[config.mk]
export PLATFORM = sky130hd
export DESIGN_NAME = message_scan_ctrl
export DESIGN_NICKNAME = d
export VERILOG_FILES = /design/src/rtl/msg_display_pkg.sv /design/src/rtl/scan_tick_gen.sv /design/src/rtl/message_scan_ctrl.sv
export SDC_FILE = /design/constraint.sdc
export NUM_CORES = 1
export LEC_CHECK = 0
export CORE_ASPECT_RATIO = 1.75
export CORE_MARGIN = 8
export CORE_UTILIZATION = 50
export CTS_CLUSTER_SIZE = 8
export DETAILED_ROUTE_END_ITERATION = 6
export PLACE_DENSITY = 0.82
export SLEW_MARGIN = 10
export SYNTH_ARGS = -nofsm -noshare
export SYNTH_HDL_FRONTEND = slang
export SYNTH_SLANG_ARGS = --single-unit
export TNS_END_PERCENT = 50
[constraint.sdc]
create_clock -name clk -period 2.1 [get_ports clk]
set_input_delay 0.525 -clock clk [delete_from_list [all_inputs] [get_ports clk]]
set_output_delay 0.525 -clock clk [all_outputs]
set_load 0.01 [all_outputs]
[src/rtl/msg_display_pkg.sv]
`default_nettype none
// ============================================================================
//  Module      : msg_display_pkg
//  Description : Shared letter codes, word encodings and word ROM for the
//                4-digit status-message display path.
//  Revision    : 1.0 - initial release
// ============================================================================
package msg_display_pkg;

  // Letter codes understood by the downstream 7-segment letter decoder
  localparam logic [3:0] LTR_F     = 4'd0;
  localparam logic [3:0] LTR_R     = 4'd1;
  localparam logic [3:0] LTR_E     = 4'd2;
  localparam logic [3:0] LTR_P     = 4'd3;
  localparam logic [3:0] LTR_A     = 4'd4;
  localparam logic [3:0] LTR_O     = 4'd5;
  localparam logic [3:0] LTR_U     = 4'd6;
  localparam logic [3:0] LTR_L     = 4'd7;
  localparam logic [3:0] LTR_BLANK = 4'hF;

  // Status words selectable by the host
  typedef enum logic [1:0] {
    WORD_FREE = 2'd0,
    WORD_PARE = 2'd1,
    WORD_ERRO = 2'd2,
    WORD_FULL = 2'd3
  } word_t;

  // Blink phase of the whole display
  typedef enum logic {
    PHASE_VISIBLE = 1'b0,
    PHASE_HIDDEN  = 1'b1
  } phase_t;

  // Letter shown at a given digit position (0 = leftmost) of a word
  function automatic logic [3:0] word_letter(input word_t word, input logic [1:0] idx);
    logic [3:0] code;
    code = LTR_BLANK;
    case (word)
      WORD_FREE: case (idx)
        2'd0: code = LTR_F;
        2'd1: code = LTR_R;
        default: code = LTR_E;
      endcase
      WORD_PARE: case (idx)
        2'd0: code = LTR_P;
        2'd1: code = LTR_A;
        2'd2: code = LTR_R;
        default: code = LTR_E;
      endcase
      WORD_ERRO: case (idx)
        2'd0: code = LTR_E;
        2'd1: code = LTR_R;
        2'd2: code = LTR_R;
        default: code = LTR_O;
      endcase
      default: case (idx)
        2'd0: code = LTR_F;
        2'd1: code = LTR_U;
        default: code = LTR_L;
      endcase
    endcase
    return code;
  endfunction

  // Active-low one-cold digit enable; bit 3 drives the leftmost digit
  function automatic logic [3:0] digit_enable(input logic [1:0] idx);
    logic [3:0] en_n;
    case (idx)
      2'd0: en_n = 4'b0111;
      2'd1: en_n = 4'b1011;
      2'd2: en_n = 4'b1101;
      default: en_n = 4'b1110;
    endcase
    return en_n;
  endfunction

endpackage
`default_nettype wire

[src/rtl/scan_tick_gen.sv]
`default_nettype none
// ============================================================================
//  Module      : scan_tick_gen
//  Description : Free-running prescaler; tick is high for one cycle out of
//                every SCAN_DIV cycles (the cycle the count is SCAN_DIV-1).
//  Revision    : 1.0 - initial release
// ============================================================================
module scan_tick_gen #(
  parameter int SCAN_DIV = 50000
) (
  input  logic clk,
  input  logic rst_n,
  output logic tick
);

  localparam int CNT_W = (SCAN_DIV > 2) ? $clog2(SCAN_DIV) : 1;
  localparam logic [CNT_W-1:0] CNT_MAX = CNT_W'(SCAN_DIV - 1);

  logic [CNT_W-1:0] count;

  // Count 0..SCAN_DIV-1 and wrap
  always_ff @(posedge clk or negedge rst_n) begin
    if (!rst_n) begin
      count <= '0;
    end else if (count == CNT_MAX) begin
      count <= '0;
    end else begin
      count <= count + 1'b1;
    end
  end

  assign tick = (count == CNT_MAX);

endmodule
`default_nettype wire

[src/rtl/message_scan_ctrl.sv]
`default_nettype none
// ============================================================================
//  Module      : message_scan_ctrl
//  Description : Holds the active status word and time-multiplexes its four
//                letters onto the letter-code bus with active-low digit
//                enables. Word changes take effect only at frame boundaries;
//                optional whole-display blinking.
//  Revision    : 1.0 - initial release
// ============================================================================
module message_scan_ctrl
  import msg_display_pkg::*;
#(
  parameter int SCAN_DIV     = 50000,
  parameter int BLINK_FRAMES = 64
) (
  input  logic       clk,
  input  logic       rst_n,
  input  logic [1:0] word_sel,
  input  logic       word_load,
  input  logic       blink_en,
  output logic [3:0] letter_code,
  output logic [3:0] digit_en_n,
  output logic       load_ack,
  output logic       frame_start
);

  localparam int BLK_W = (BLINK_FRAMES > 2) ? $clog2(BLINK_FRAMES) : 1;
  localparam logic [BLK_W-1:0] BLK_MAX = BLK_W'(BLINK_FRAMES - 1);

  logic             tick;
  logic             frame_wrap;
  logic [1:0]       digit_idx;
  word_t            active_word;
  word_t            pending_word;
  logic             pending_valid;
  logic [BLK_W-1:0] blink_cnt;
  phase_t           blink_phase;

  scan_tick_gen #(
    .SCAN_DIV (SCAN_DIV)
  ) u_scan_tick_gen (
    .clk   (clk),
    .rst_n (rst_n),
    .tick  (tick)
  );

  // A frame ends on the tick that moves the index off the last digit
  assign frame_wrap = tick && (digit_idx == 2'd3);

  // Digit scanning, pending-word capture and frame-aligned word switch
  always_ff @(posedge clk or negedge rst_n) begin
    if (!rst_n) begin
      digit_idx     <= 2'd0;
      active_word   <= WORD_FREE;
      pending_word  <= WORD_FREE;
      pending_valid <= 1'b0;
      load_ack      <= 1'b0;
      frame_start   <= 1'b0;
    end else begin
      frame_start <= frame_wrap;
      load_ack    <= frame_wrap && pending_valid;
      if (tick) begin
        digit_idx <= digit_idx + 2'd1;
      end
      if (frame_wrap && pending_valid) begin
        active_word   <= pending_word;
        pending_valid <= 1'b0;
      end
      // A load in the wrap cycle itself is queued for the following frame
      if (word_load) begin
        pending_word  <= word_t'(word_sel);
        pending_valid <= 1'b1;
      end
    end
  end

  // Blink phase machine: toggles every BLINK_FRAMES frames while enabled
  always_ff @(posedge clk or negedge rst_n) begin
    if (!rst_n) begin
      blink_cnt   <= '0;
      blink_phase <= PHASE_VISIBLE;
    end else if (!blink_en) begin
      blink_cnt   <= '0;
      blink_phase <= PHASE_VISIBLE;
    end else if (frame_wrap) begin
      if (blink_cnt == BLK_MAX) begin
        blink_cnt   <= '0;
        blink_phase <= (blink_phase == PHASE_VISIBLE) ? PHASE_HIDDEN : PHASE_VISIBLE;
      end else begin
        blink_cnt <= blink_cnt + 1'b1;
      end
    end
  end

  // Display drive from registered state; blink_en gates so blanking drops instantly
  always_comb begin
    letter_code = word_letter(active_word, digit_idx);
    digit_en_n  = digit_enable(digit_idx);
    if (blink_en && (blink_phase == PHASE_HIDDEN)) begin
      letter_code = LTR_BLANK;
      digit_en_n  = 4'b1111;
    end
  end

endmodule
`default_nettype wire

Word-level counts from Yosys, hierarchy flattened --
Index checks and enable logic that the tools add are counted. Widths: inputs -> output; s select.
Cells by class: muxes and demuxes 18, add/sub/neg operators 3, reductions and logical operators 8, equal/unequal tests 9
Operators with widths (count):
- $pmux 4 s3 | 2
- $mux 6 | 3
- $add 16x1->16 const B | 1
- $eq 16x16->1 const B | 1
- $mux 16 | 1
- $pmux 3 s2 | 2
- $pmux 3 s3 | 1
- $mux 4 | 2
- $add 6x1->6 const B | 1
- $eq 2x2->1 const B | 3
- $eq 6x6->1 const B | 1
- $mux 1 | 6
- $eq 2x1->1 const B | 2
- $logic_not 2->1 | 2
- $ne 2x1->1 const B | 2
- $pmux 2 s2 | 1
- $logic_and 1x1->1 | 3
- $add 2x1->2 const B | 1
- $reduce_and 2->1 | 1
- $reduce_bool 2->1 | 1
- $reduce_or 2->1 | 1
Word-level totals: flip-flop bits (word level) 32, logic and storage cells 47, bits of input ports 6, output and inout port bits 10

Depth between registers and ports, before layout --
Gate-level depths: netlist (run 1).
word-level depth 5, depth in mapped cells 6, depth with buffers taken out 5

Hierarchy --
Synthesis (run 1) repeated with hierarchy kept, for this count alone.
Unflattened totals: cell total of the unflattened synthesis 160, area, all modules 1682.9 µm²
By module, submodules not included:
- message_scan_ctrl | area an instance 920.9 µm², times used 1, seq. area each 400.4 µm², cells each 93
- scan_tick_gen | area an instance 762.0 µm², times used 1, seq. area each 400.4 µm², cells each 67

Worst setup path before layout (run 1) --
Ideal clock, no wire load.
kind register to register, start point reg u_scan_tick_gen.count[5], end point reg blink_cnt[2], library setup time 0.077 ns, arrival 1.948 ns, cell stages (with the launch flop) 5, setup slack 0.075 ns, required time 2.023 ns, buffers on the path 0, period minus slack after synthesis 2.025 ns, path through dfrtp_1 -> or4bb_4 -> or4_4 -> or3_1 -> a21oi_1
On the way: word-level cells in the longest chain between the ends 3
Ends and longest elaborated chain:
- start: declaration | RTL line scan_tick_gen.sv:19 | logic [CNT_W-1:0] count;
- start signal: assignment | RTL line scan_tick_gen.sv:28 | count <= count + 1'b1;
- $eq 16x16->1 | RTL line scan_tick_gen.sv:32 | assign tick = (count == CNT_MAX);
- $logic_and 1x1->1 | RTL line message_scan_ctrl.sv:48 | assign frame_wrap = tick && (digit_idx == 2'd3);
- $ne 2x1->1 (no source line)
- end signal: assignment | RTL line message_scan_ctrl.sv:90 | blink_cnt <= blink_cnt + 1'b1;
- end: declaration | RTL line message_scan_ctrl.sv:36 | logic [BLK_W-1:0] blink_cnt;
No other way between the ends. A chain may end at the register's enable or synchronous reset.

Worst setup path after layout (run 1) --
start point reg digit_idx[0], end point out letter_code[2]
On the way: word-level cells in the longest chain between the ends 5, elaborated cells between the ends (all ways) 9, classes of those cells eq/ne (2); mux (5); reduce/logical (2)
Ends and longest elaborated chain:
- start: declaration | RTL line message_scan_ctrl.sv:32 | logic [1:0] digit_idx;
- start signal: assignment | RTL line message_scan_ctrl.sv:63 | digit_idx <= digit_idx + 2'd1;
- $eq 2x2->1 or $eq 2x1->1 (tied branches) | RTL line msg_display_pkg.sv:45, msg_display_pkg.sv:51, msg_display_pkg.sv:57
- $reduce_or 2->1 (no source line)
- $pmux 3 s2 | RTL line msg_display_pkg.sv:51 | WORD_ERRO: case (idx)
- $pmux 4 s3 * | RTL line msg_display_pkg.sv:39 | case (word)
- $mux 4 * | RTL line message_scan_ctrl.sv:99 | if (blink_en && (blink_phase == PHASE_HIDDEN)) begin
- end: declaration | RTL line message_scan_ctrl.sv:21 | output logic [3:0] letter_code,
Mark *: on every way between the ends. The rest lies on a longest branch, timed or not.

==> results.toml, run 1 <==
[hold_path]
min_path_type = "flop to flop"
hp-start = "u_scan_tick_gen.count[0]$_DFF_PN0_"
min_to = "u_scan_tick_gen.count[0]$_DFF_PN0_"
hold_path_depth = 1

[timing]
worstMarginPinSlew_ns = 0.404
hold_viol_final = 0
rsz0062_at_grt = "yes"
setup_viol = 0
slew_violations = 0
finClkSkew_ns = 0.00747
max_slew_margin_pct = 73.1
layout_min_cycle_time_ns = 2.10
fmax_mhz = 476
finalSetupTns_ns = 0
worst_slack_ns = 0.00126
min_period_over_period_pct = 99.9

[critical_path]
crit_chain = "buf_6 -> buf_6 -> ha_4 -> o211ai_1 -> o211ai_1 -> buf_2"
rrSetupSlack_ns = 0.02
r2r-start = "u_scan_tick_gen.count[7]$_DFF_PN0_"
crit_family = "buffers and inverters"
cp.arrival_ns = 1.57
crit_required_ns = 1.57
max_stage_delay_ns = 0.39
critPathMaxFanout = 4
r2r_cells = 4
cpMaxStageDelayCell = "dfrtp_1"
path_class = "flop to primary output"
crit_buf_inv = 3
r2r-end = "blink_cnt[2]$_DFFE_PN0P_"
end_kind = "primary output"
cp-start-kind = "flop"
critPathLaunch = "digit_idx[0]$_DFFE_PN0N_"

[clocking]
clock_sinks = 32
root_buffer = "clkbuf_8"
clk_pin_slew_ns = 0.05
cts_hold_buf = 0
clock_latency_ns = 0.28
cts_buffers = 5
cts_buffer_depth = 2
ctsHtreeMaxLevel = 2
cts_tree = "built"

[placement]
port_buffers = 15
dp_worst_setup_slack_ns = -0.339
dp_hpwl_um = 2750
finalWeightedCongestion = 0.842
postPlaceCellArea_um2 = 1990

[finish]
final_cell_mix = "dfrtp_1, buf_4, nand2_1, nor2_1, xnor2_1"
design_area_um2 = 2120
drive_gt1_share_pct = 24.5
area_delta_synth_final_pct = 27.1
fill_cells = 266
fin_nets = 214
final_common_cell = "dfrtp_1"
antenna-diode-count = 0

[synthesis]
syn_nets = 176
synth.cell_area_um2 = 1670
synth_warnings = 0
async_flop_share_pct = 100
ys_types = 34
syn_inst = 162
ys_ff_latch = 32
syn_area_per_cell_um2 = 10.3
synth-main-ff-cell = "dfrtp_1"
yosysSeqAreaShare_pct = 48.0
synth-edff-count = 0

[floorplan]
start_util_pct = 50.6
fp-row-count = 28
ios = 16
die_y_um = 92.4
dieArea_um2 = 5510
core_area_um2 = 3290
chipWidth_um = 59.7

[power]
max-vdd-ir-drop_mv = 0.457
p_total_w = 0.00109
p_leak_nw = 0.968
power.density_nw_per_um2 = 513

[route]
vias = 1323
wl_per_cell_um = 15.0
drc_errors = 0
drtAntennaViolNets = 0
drt-pass1-iter-count = 4
via_per_inst = 5.40
wl_um = 3690
drtIter0Drc = 42

[global_routing]
antenna_found_initial = 0
grt_pass1_vias = 1324
grt_usage_pct = 14.3
grt_pass1_wl_um = 5870
grt_overflow = 0
grt_max_degree = 33

[job]
max-cap-violations = 0

[status]
outcome = "complete, no violations"
[registers in the layout, summed over array words and instances (netlist names)]
signal / cells
blink_cnt: 6
u_scan_tick_gen.count: 16
pending_word: 2
pending_valid: 1
load_ack: 1
blink_phase: 1
frame_start: 1
digit_idx: 2
active_word: 2
[worst reg2reg max path, stage by stage, from the launching register on]
cell and delay [ns]:
dfrtp_1 0.42, or4bb_4 0.57, or4_4 0.53, or3_1 0.34
a21oi_2 0.15
[through the flow]
stage	instances	hold WS [ns]	util (%)
global route	245	0.535	64.4
finish	245	0.504	64.4
detailed placement	236	0.496	60.4
CTS	244	0.504	62.9
global placement	236	0.484	60.4
floorplan	162	0.229	-
[synth_stat cells, drive strengths merged, types with 5 or more instances]
master | number | area share (%)
dfrtp | 32 | 48
ha | 8 | 6.0
inv | 8 | 1.8
nand2 | 17 | 3.8
nand3 | 7 | 2.1
nand4 | 7 | 2.6
nor2 | 13 | 2.9
nor3 | 5 | 1.5
nor4 | 6 | 3.2
o21ai | 5 | 1.5
xnor2 | 8 | 4.2
xor2 | 6 | 3.2
[layout make-up]
type                       instances  area, µm²  area share [%]
timing repair buffer              34        279            13.2
clock buffer                       6       72.6            3.42
multi-input combinational        119        876            41.3
clock inverter                     1       5.00           0.236
inverter                           8       30.0            1.42
tap                               45       56.3            2.66
sequential                        32        801            37.8
[metal layers]
layer / vias up / part of all wire, % / track usage (%) / wire [µm]
met3: 15 / 4.7 / 5.42 / 175
met4: 0 / 3.6 / 8.62 / 131
met5: - / 0 / 0 / 0
li1: 644 / - / - / -
met2: 30 / 56 / 26.1 / 2060
met1: 634 / 36 / 12.2 / 1320
[worst max-delay path by stage]
stage	to	slack, ns	cells past startpoint
floorplan	blink_cnt[2]$_DFFE_PN0P_	0.07	4
global placement	letter_code[2]	-0.29	4
detailed placement	letter_code[2]	-0.34	4
CTS	letter_code[2]	-0.08	6
global route	letter_code[2]	-0.06	6
finish	letter_code[2]	0.001	6
[power by group]
part | internal [W] | switching [W]
registers | 0.000621 | 0.00000203
logic | 0.0000148 | 0.0000186
clock network | 0.000225 | 0.000206
[kinds of logic after synthesis]
family	count (synthesis)	synth area share (%)
AND/OR/NAND/NOR	70	23.7
buffers and inverters	11	2.48
adder cells (fa/ha/maj)	8	6.00
multiplexers	8	5.10
flip-flops	32	48.0
XOR/XNOR	14	7.35
AO/OA/AOI/OAI	19	7.35
[repair_timing]
item	4_1_cts	5_1_grt
pin swaps	2	6
gates resized for setup	25	9
setup buffers	1	1
endpoints found under the setup margin	9	5
No activity file was read; power rests on OpenSTA's default activity.
==> run 2, diff against run 1 <==
ABC_AREA = 1   (was unset)
CORE_UTILIZATION = 51   (was 50)
CTS_CLUSTER_DIAMETER = 80   (was unset)
PLACE_DENSITY = 0.83   (was 0.82)
==> results.toml, run 2 <==
[status]
outcome = "complete, no violations"

[clocking]
cts_tree = "built"
cts_buffer_depth = 2
clock_latency_ns = 0.29
cts_buffers = 5
clock_sinks = 32
ctsHtreeMaxLevel = 2
root_buffer = "clkbuf_8"
clk_pin_slew_ns = 0.07

[floorplan]
chipWidth_um = 60.7
ios = 16
die_y_um = 94.1
fp-row-count = 28
dieArea_um2 = 5710
core_area_um2 = 3360
start_util_pct = 52.9

[route]
drc_errors = 0
vias = 1577
drtAntennaViolNets = 0
drtIter0Drc = 28
wl_um = 4070
drt-pass1-iter-count = 4
via_per_inst = 5.01
wl_per_cell_um = 12.9

[synthesis]
syn_inst = 231
ys_types = 23
synthSimpleGateAreaFrac_pct = 31.1
synth_compound_area_share_pct = 6.54
yosysSeqAreaShare_pct = 45.0
synthTopCellsByArea = "dfrtp_1, nand2_1, inv_1, ha_1, nor2_1"
ys_ff_latch = 32
synth_fa_ha_area_share_pct = 5.63
syn_nets = 245
synth_top_area_share_pct = 45.0
synth_warnings = 0
async_flop_share_pct = 100
synth-main-ff-cell = "dfrtp_1"
muxShareOfSynthArea_pct = 0
yosys.cell_count.top_type = "nand2_1"
synth_common_cells = "nand2_1, inv_1, dfrtp_1"
synth-edff-count = 0
synth.cell_area_um2 = 1780
synthXorXnorAreaFrac_pct = 3.45
synth_area_leader_cell = "dfrtp_1"
synth_top_family_by_area = "simple AND/OR/NAND/NOR gates"
syn_area_per_cell_um2 = 7.70

[timing]
setup_viol = 0
fmax_mhz = 483
max_slew_margin_pct = 72.7
rsz0062_at_grt = "yes"
worst_slack_ns = 0.0282
min_period_over_period_pct = 98.7
hold_slack_ns = 0.465
finClkSkew_ns = 0.00695
slew_violations = 0
worstMarginPinSlew_ns = 0.410
layout_min_cycle_time_ns = 2.07
hold_viol_final = 0

[placement]
dp_cells = 303
port_buffers = 15
finalWeightedCongestion = 0.893
postPlaceCellArea_um2 = 2080
dp_worst_setup_slack_ns = -0.337
dp_hpwl_um = 2940

[finish]
final_cell_mix = "nand2_1, inv_1, dfrtp_1, nor2_1, buf_4"
utilization_pct = 66.6
drive_gt1_share_pct = 20.0
largest_reg_flops = 16
top_regs = "u_scan_tick_gen.count (16), blink_cnt (6)"
regMostFlops = "u_scan_tick_gen.count"
antenna-diode-count = 0
final_common_cell = "nand2_1"
fin_nets = 284
area_delta_synth_final_pct = 25.9
final_cells = 315
design_area_um2 = 2240

[critical_path]
path_class = "flop to primary output"
critPathLaunch = "digit_idx[0]$_DFFE_PN0N_"
cp.arrival_ns = 1.55
r2r_cells = 6
crit_chain = "buf_4 -> ha_2 -> nor2_1 -> nand3_1 -> nand3_1 -> buf_2"
cpMostUsedCell = "nand3_1"
end_kind = "primary output"
cpMaxStageDelayCell = "dfrtp_1"
critPathMaxFanout = 3
r2r-start = "u_scan_tick_gen.count[0]$_DFF_PN0_"
max_stage_delay_ns = 0.44
crit_required_ns = 1.57
cp-start-kind = "flop"

[global_routing]
grt_usage_pct = 15.4
grt_max_degree = 33
antenna_found_initial = 0
grt_overflow = 0
grt_pass1_vias = 1635
grt_pass1_wl_um = 6710

[power]
power.density_nw_per_um2 = 520
p_leak_nw = 1.19
max-vdd-ir-drop_mv = 0.527

[hold_path]
min_path_type = "flop to flop"
hold_path_depth = 1
hp-start = "u_scan_tick_gen.count[0]$_DFF_PN0_"

[job]
max-cap-violations = 0
run 2: final timing paths:
check	end	slack, ns
worst max-delay path	letter_code[0]	0.03
worst min-delay path	u_scan_tick_gen.count[0]$_DFF_PN0_	0.47
worst max register to register	pending_valid$_DFFE_PN0P_	0.61
worst min register to register	u_scan_tick_gen.count[0]$_DFF_PN0_	0.47
max in group asynchronous	u_scan_tick_gen.count[10]$_DFF_PN0_	1.16
min in group asynchronous	u_scan_tick_gen.count[5]$_DFF_PN0_	0.64
run 2: per-stage QoR:
stage	total power (W)	setup TNS, ns
global route	0.00121	-0.0918
CTS	0.00118	-0.0252
detailed placement	0.000728	-2.27
floorplan	0.000673	0
global placement	0.000725	-2.15
finish	0.00116	0
run 2: logic make-up after synthesis:
group                    Yosys count
AO/OA/AOI/OAI                     22
XOR/XNOR                           7
adder cells (fa/ha/maj)            8
buffers and inverters             39
flip-flops                        32
AND/OR/NAND/NOR                  123
run 2: power breakdown:
part / internal [W] / total, W / switching [W]
Combinational: 0.0000356 / 0.0000811 / 0.0000455
Sequential: 0.000625 / 0.000632 / 0.00000686
Clock: 0.000225 / 0.000451 / 0.000226
Total: 0.000885 / 0.00116 / 0.000279
run 2: final cells by class:
class | instances | area, µm²
Multi-Input combinational cell | 160 | 892
Inverter | 38 | 145
Clock buffer | 6 | 72.6
Timing Repair Buffer | 33 | 269
Tap cell | 45 | 56.3
Sequential cell | 32 | 801
Clock inverter | 1 | 5.00
Fill cell | 287 | 1120
run 2: layer usage:
metal	part of all wire [%]	up-vias	GRT usage, %
met5	0	-	0
met4	3.0	0	9.98
met3	2.7	11	3.29
met2	57	23	28.1
met1	38	743	14.4
li1	-	800	-
run 2: what timing repair did:
action / in CTS / in global routing
gates cloned: 0 / 0
setup endpoints to repair: 8 / 7
hold buffers: 0 / 0
buffers inserted: 1 / 4
resized for setup: 25 / 15
pin swaps: 2 / 5
run 2: critical path: cells and delay by family (launching register included):
kind / cells / cell delay [ns]
adder cells (fa/ha/maj): 1 / 0.20
buffers and inverters: 2 / 0.30
flip-flops: 1 / 0.44
AND/OR/NAND/NOR: 3 / 0.32
==> run 3, diff against run 2 <==
HOLD_SLACK_MARGIN = 0.08   (was unset)
SLEW_MARGIN = 20   (was 10)
==> results of run 3 <==
No change in the layout: final DEF, timing and power equal those of run 2.
